$ cat src/rtl/mem_pkg.sv
// rtl/mem_pkg.sv - shared types and round-robin pick for the cpu memory arbiter
package mem_pkg;

    typedef enum logic [1:0] {
        SZ_BYTE = 2'd0,
        SZ_HALF = 2'd1,
        SZ_WORD = 2'd2
    } size_e;

    typedef enum logic {
        IDLE = 1'b0,
        BUSY = 1'b1
    } arb_state_e;

    typedef enum logic {
        PORT_IFU = 1'b0,
        PORT_LSU = 1'b1
    } port_e;

    typedef struct packed {
        logic [31:0] addr;
        logic [1:0]  size;
        logic        wen;
        logic [31:0] wdata;
        logic [3:0]  wmask;
    } mem_req_t;

    // A sole requester wins; on a tie the port that did not win last time goes.
    function automatic port_e rr_pick(input logic ifu_req, input logic lsu_req, input port_e last);
        port_e pick;
        if (ifu_req && lsu_req) begin
            pick = (last == PORT_IFU) ? PORT_LSU : PORT_IFU;
        end else if (lsu_req) begin
            pick = PORT_LSU;
        end else begin
            pick = PORT_IFU;
        end
        return pick;
    endfunction

endpackage

$ cat src/rtl/mem_arbiter.sv
// rtl/mem_arbiter.sv - serialises IFU and LSU requests onto one memory port with a response watchdog
module mem_arbiter
    import mem_pkg::*;
#(
    parameter int unsigned TIMEOUT_CYCLES = 1023,
    parameter logic [31:0] TIMEOUT_RDATA  = 32'hDEAD_BEEF
) (
    input  logic        clock,
    input  logic        reset,
    input  logic        io_ifu_reqValid,
    input  logic [31:0] io_ifu_addr,
    output logic        io_ifu_respValid,
    output logic [31:0] io_ifu_rdata,
    input  logic        io_lsu_reqValid,
    input  logic [31:0] io_lsu_addr,
    input  logic [1:0]  io_lsu_size,
    input  logic        io_lsu_wen,
    input  logic [31:0] io_lsu_wdata,
    input  logic [3:0]  io_lsu_wmask,
    output logic        io_lsu_respValid,
    output logic [31:0] io_lsu_rdata,
    output logic        io_mem_reqValid,
    output logic [31:0] io_mem_addr,
    output logic [1:0]  io_mem_size,
    output logic        io_mem_wen,
    output logic [31:0] io_mem_wdata,
    output logic [3:0]  io_mem_wmask,
    input  logic        io_mem_respValid,
    input  logic [31:0] io_mem_rdata
);

    localparam bit          LP_WDOG_EN   = (TIMEOUT_CYCLES != 0);
    // The counter reads 0 in the first BUSY cycle, so cycle N of BUSY sees N-1.
    localparam logic [31:0] LP_WDOG_LAST = (TIMEOUT_CYCLES == 0) ? 32'd0 : 32'(TIMEOUT_CYCLES - 1);

    arb_state_e  r_state;
    arb_state_e  w_state_next;
    port_e       r_owner;
    port_e       r_last_grant;
    port_e       w_pick;
    mem_req_t    r_req;
    mem_req_t    w_grant_req;
    logic        r_mem_req_valid;
    logic [31:0] r_count;

    logic        w_grant;
    logic        w_resp_real;
    logic        w_timeout;
    logic        w_done;
    logic        w_ifu_owns;

    always_ff @(posedge clock or negedge reset) begin
        if (!reset) begin
            r_state <= IDLE;
        end else begin
            r_state <= w_state_next;
        end
    end

    always_comb begin
        w_state_next = r_state;
        w_grant      = 1'b0;
        w_resp_real  = 1'b0;
        w_timeout    = 1'b0;
        w_done       = 1'b0;
        case (r_state)
            IDLE: begin
                if (io_ifu_reqValid || io_lsu_reqValid) begin
                    w_grant      = 1'b1;
                    w_state_next = BUSY;
                end
            end
            BUSY: begin
                w_resp_real = io_mem_respValid;
                // A real response arriving on the deadline cycle takes priority.
                w_timeout   = LP_WDOG_EN && !io_mem_respValid && (r_count >= LP_WDOG_LAST);
                w_done      = w_resp_real || w_timeout;
                if (w_done) begin
                    w_state_next = IDLE;
                end
            end
            default: begin
                w_state_next = IDLE;
            end
        endcase
    end

    assign w_pick = rr_pick(io_ifu_reqValid, io_lsu_reqValid, r_last_grant);

    always_comb begin
        w_grant_req = '0;
        if (w_pick == PORT_LSU) begin
            w_grant_req.addr  = io_lsu_addr;
            w_grant_req.size  = io_lsu_size;
            w_grant_req.wen   = io_lsu_wen;
            w_grant_req.wdata = io_lsu_wdata;
            w_grant_req.wmask = io_lsu_wmask;
        end else begin
            w_grant_req.addr  = io_ifu_addr;
            w_grant_req.size  = SZ_WORD;
        end
    end

    always_ff @(posedge clock or negedge reset) begin
        if (!reset) begin
            r_req           <= '0;
            r_mem_req_valid <= 1'b0;
            r_owner         <= PORT_IFU;
            r_last_grant    <= PORT_IFU;
            r_count         <= 32'd0;
        end else if (w_grant) begin
            r_req           <= w_grant_req;
            r_mem_req_valid <= 1'b1;
            r_owner         <= w_pick;
            r_last_grant    <= w_pick;
            r_count         <= 32'd0;
        end else if (w_done) begin
            r_mem_req_valid <= 1'b0;
        end else if ((r_state == BUSY) && (r_count != 32'hFFFF_FFFF)) begin
            r_count         <= r_count + 32'd1;
        end
    end

    assign io_mem_reqValid  = r_mem_req_valid;
    assign io_mem_addr      = r_req.addr;
    assign io_mem_size      = r_req.size;
    assign io_mem_wen       = r_req.wen;
    assign io_mem_wdata     = r_req.wdata;
    assign io_mem_wmask     = r_req.wmask;

    assign w_ifu_owns       = (r_owner == PORT_IFU);
    assign io_ifu_respValid = w_done && w_ifu_owns;
    assign io_lsu_respValid = w_done && !w_ifu_owns;
    assign io_ifu_rdata     = (w_timeout && w_ifu_owns)  ? TIMEOUT_RDATA : io_mem_rdata;
    assign io_lsu_rdata     = (w_timeout && !w_ifu_owns) ? TIMEOUT_RDATA : io_mem_rdata;

endmodule
$ cat config.mk
export PLATFORM = sky130hd
export DESIGN_NAME = mem_arbiter
export DESIGN_NICKNAME = d
export VERILOG_FILES = /design/src/rtl/mem_pkg.sv /design/src/rtl/mem_arbiter.sv
export SDC_FILE = /design/constraint.sdc
export NUM_CORES = 1
export LEC_CHECK = 0
export CAP_MARGIN = 10
export CORE_ASPECT_RATIO = 0.6
export CORE_MARGIN = 4
export CORE_UTILIZATION = 41
export CTS_CLUSTER_DIAMETER = 40
export DETAILED_ROUTE_END_ITERATION = 6
export PLACE_DENSITY = 0.87
export SETUP_SLACK_MARGIN = 0.1
export SLEW_MARGIN = 25
export SYNTH_ARGS = -nofsm -noshare
export SYNTH_HDL_FRONTEND = slang
export SYNTH_SLANG_ARGS = --single-unit
$ cat constraint.sdc
create_clock -name clock -period 5.6 [get_ports clock]
set_clock_uncertainty 0.05 [all_clocks]
set_input_delay 0.84 -clock clock [delete_from_list [all_inputs] [get_ports clock]]
set_output_delay 0.84 -clock clock [all_outputs]
set_load 0.02 [all_outputs]
# After elaboration in Yosys (flattened, before gate mapping)
# Cells that the tools add are included.
# op_classes
n_addsub	1
magnitude_cmp	1
eq_ne	2
n_mux	18
bitwise	2
n_reduce_logical	13
# op_table
cell	count
$mux 32	5
$mux 37	1
$mux 34	1
$add 32x1->32 const B	1
$ge 32x10->1 const B	1
$ne 32x32->1 const B	1
$mux 1	10
$logic_and 1x1->1	7
$reduce_bool 2->1	2
$logic_or 1x1->1	2
$ne 2x2->1 const B	1
$not 1->1	2
$pmux 1 s2	1
$reduce_and 2->1	1
$logic_not 1->1	1
# word_totals
register_bits	106
out_inout_bits	138

# Depth between registers and ports, before layout
# logic_depth
ltp_word	6
ltp_mapped	9
depth_no_buf	7

# Worst setup path after synthesis
# No wires, ideal clock.
# synth_timing
path_kind	register to output
startpoint	reg r_count[31]
endpoint	out io_lsu_rdata[14]
arrival_time_ns	1.797
required_time_ns	4.710
slack_ns	2.913
path_stages_with_launch	8
n_path_buf	2
path_cell_list	dfrtp_1 > nor4_2 > nand4_1 > or3_1 > buf_6 > nand4b_2 > buf_4 > and2_1
# synth_between
elab_chain_cells	5
# synth_lines
item	line_no	rtl
start, declared	mem_arbiter.sv:44	logic [31:0] r_count;
start signal, assigned	mem_arbiter.sv:120	r_count <= r_count + 32'd1;
$ge 32x10->1	mem_arbiter.sv:76	w_timeout = LP_WDOG_EN && !io_mem_respValid && (r_count >= LP_WDOG_LAST);
$logic_and 1x1->1	mem_arbiter.sv:76	
$mux 1	mem_arbiter.sv:66	case (r_state)
$logic_and 1x1->1	mem_arbiter.sv:135	assign io_lsu_rdata = (w_timeout && !w_ifu_owns) ? TIMEOUT_RDATA : io_mem_rdata;
$mux 32	mem_arbiter.sv:135	
end, declared	mem_arbiter.sv:21	output logic [31:0] io_lsu_rdata,
# No other way between the ends.

# Worst setup path in the final report
# layout_timing
startpoint	reg r_count[0]
endpoint	out io_lsu_rdata[14]
# The elaborated chain is that of the path after synthesis.

==> metrics.csv <==
stage,metric,value,unit
logic_synthesis,synth-async-reset-ratio,1.000,
critical_path,cp.required,4.71,ns
timing,tightestPinTransition,0.8047,ns
timing,rsz0062_at_grt,false,
placement,post-place-ws,1.628,ns
clock_network,htreeDepth,3,
layout,drive_gt1_frac,0.04280,
timing,min_period,4.223,ns
floorplanning,core,11340,µm²
grt,antenna_found_initial,0,
clock_network,insertion_delay,0.34,ns
logic_synthesis,synth_edf_count,0,
floorplanning,io_pins,278,
clock_network,clockBufferDepth,2,
run,maxCapViolations,0,
placement,dp.final_hpwl,11270,µm
timing,min_period_over_period,0.7541,
clock_network,cts_root_buffer,clkbuf_16,
grt,grt_overflow,0,
floorplanning,rows,30,
critical_path,worstSetupStartpointType,flip-flop,
floorplanning,initial_core_util,0.4209,
route,route.detailed.drc,0,
critical_path,end_kind,output port,
clock_network,cts-hold-fix-buffers,0,
status,status,completed,
clock_network,cts_setup_buffers,0,
timing,drv_slew,0,
clock_network,cts.sink_count,106,
power,peakVddDrop,0.2305,mV
logic_synthesis,ys_ff_latch,106,
logic_synthesis,synth_fa_ha_area_frac,0.005245,
layout,fin_nets,838,
power,leakage,3.550,nW
logic_synthesis,synth_cell_types,40,
grt,grt_pass1_wl,22620,µm
grt,grt_pass1_vias,4404,
timing,hold_slack,0.4295,ns
logic_synthesis,synthMuxAreaShare,0.07343,
route,via_per_inst,4.915,
layout,final_common_cell,clkdlybuf4s50_1,
route,vias,4232,
layout,antenna_cells,0,
power,p_per_area,364.0,nW/µm²
grt,grt_use_total,0.2089,
logic_synthesis,synthCells,435,
timing,tns,0,ns
layout,syn2layout_area_growth,67.27,%
logic_synthesis,yosys.area_share.simple,0.2038,
logic_synthesis,ys.flop_type,dfrtp_1,
layout,layout_common_cells,"clkdlybuf4s50_1, dfrtp_1, nand2b_1",
critical_path,crit_type,flip-flop to output port,
timing,setup_violations,0,
floorplanning,fp.dieW,147.3,µm
logic_synthesis,synthXorXnorAreaFrac,0.005507,
logic_synthesis,ys_warn_count,0,
critical_path,cp_data_arrival_time,3.33,ns
critical_path,regToRegSetupSlack,3.50,ns
logic_synthesis,synth_area,4771,µm²
placement,routabilityCongestion,0.8249,
route,wl_per_cell,17.04,µm
logic_synthesis,synth_fp_nets,577,
timing,finalHoldViolCount,0,
clock_network,numCtsBuffers,9,
clock_network,post_cts_resized,0,
floorplanning,die-area,13480,µm²
timing,maxSlewHeadroom,0.4616,
grt,grt_max_degree,91,
timing,setup_slack,1.377,ns
floorplanning,fp.dieH,91.56,µm
clock_network,clkTransAtPathRegs,0.07,ns
power,p_total,0.002905,W
critical_path,cp_max_fo,32,
clock_network,cts_tree,yes,
route,drt_first_pass_iters,4,
hold_path,hp-class,flip-flop to flip-flop,
timing,fmax,236.8,MHz
logic_synthesis,synth_top_family_by_area,simple AND/OR/NAND/NOR gates,
logic_synthesis,synth_compound_area_frac,0.1240,
logic_synthesis,seq_area_frac_synth,0.5560,
placement,portBuffers,277,
route,drt_iter0_drc,201,
route,drt_wl_total,14670,µm
logic_synthesis,syn_avg_cell_area,10.97,µm²
route,postRouteAntennaNets,0,
-- synth_stat cells (all sizes together), types with 3 or more instances --
cell type,count,area share
nand2,42,0.034
nand2b,52,0.068
nand4,5,0.0066
o21ai,35,0.037
nor2,13,0.010
clkbuf,17,0.013
dfrtp,106,0.56
nand3,3,0.0031
a22o,38,0.070
mux2i,35,0.073
and2,37,0.049
nor4,7,0.013
buf,14,0.017
o31ai,3,0.0047
xnor2,3,0.0055
-- layer usage --
layer | track usage | wire length, µm
met5 | 0 | 0
met4 | 0.04264 | 95
met3 | 0.08180 | 1301
met2 | 0.3507 | 7076
met1 | 0.2581 | 6198
-- worst max-delay path: stages (launching register included) --
cell and delay [ns]:
dfrtp_1 0.41, inv_1 0.09, ha_1 0.16, nor2_1 0.07
nor3_1 0.21, or3_1 0.31, nand4b_2 0.70, and2_1 0.46
clkdlybuf4s50_1 0.56
-- area by class of cell --
class | instances | area [µm²]
fill | 819 | 3356
multi-input combinational | 296 | 1982
sequential | 106 | 2653
inverter | 2 | 7.507
clock buffer | 9 | 225.2
timing repair buffer | 281 | 2820
clock inverter | 7 | 92.59
tap | 160 | 200.2
-- cell families (layout without fill, tap and decap cells) --
kind of cell | Yosys count | after routing
compound gates | 84 | 84
xor+xnor | 3 | 3
fa+ha+maj | 2 | 2
buf+inv | 33 | 299
flops | 106 | 106
mux | 35 | 35
simple gates | 172 | 172
-- registers in the layout, summed over array words and instances, names as in the netlist, 2 cells and up --
signal,count
io_mem_wmask,4
io_mem_size,2
r_count,32
io_mem_addr,32
io_mem_wdata,32
-- per-stage QoR --
stage                     cell area [µm²]  cells  utilization
after global placement               7635    844       0.6735
final                                7980    861       0.7040
after detailed placement             7662    845       0.6759
after floorplan                      4771    435            -
after global routing                 7980    861       0.7040
after CTS                            7980    861       0.7040
-- final timing paths --
kind | startpoint | to | cells after the start
setup / recovery | r_count[0] | io_lsu_rdata[14] | 8
hold / removal | io_mem_addr[27] | io_mem_addr[27] | 2
setup reg to reg | r_count[18] | r_count[0] | 5
hold reg to reg | io_mem_addr[27] | io_mem_addr[27] | 2
max in group asynchronous | reset | r_count[27] | 2
min in group asynchronous | reset | io_mem_addr[30] | 1
-- report_power, final --
| group | total (W) | switching [W] | internal [W] |
|---|---|---|---|
| Combinational | 0.00117 | 0.000588 | 0.000584 |
| Clock | 0.000654 | 0.000294 | 0.000360 |
| Sequential | 0.00108 | 0.000126 | 0.000953 |
No activity file was read; power rests on OpenSTA's default activity.
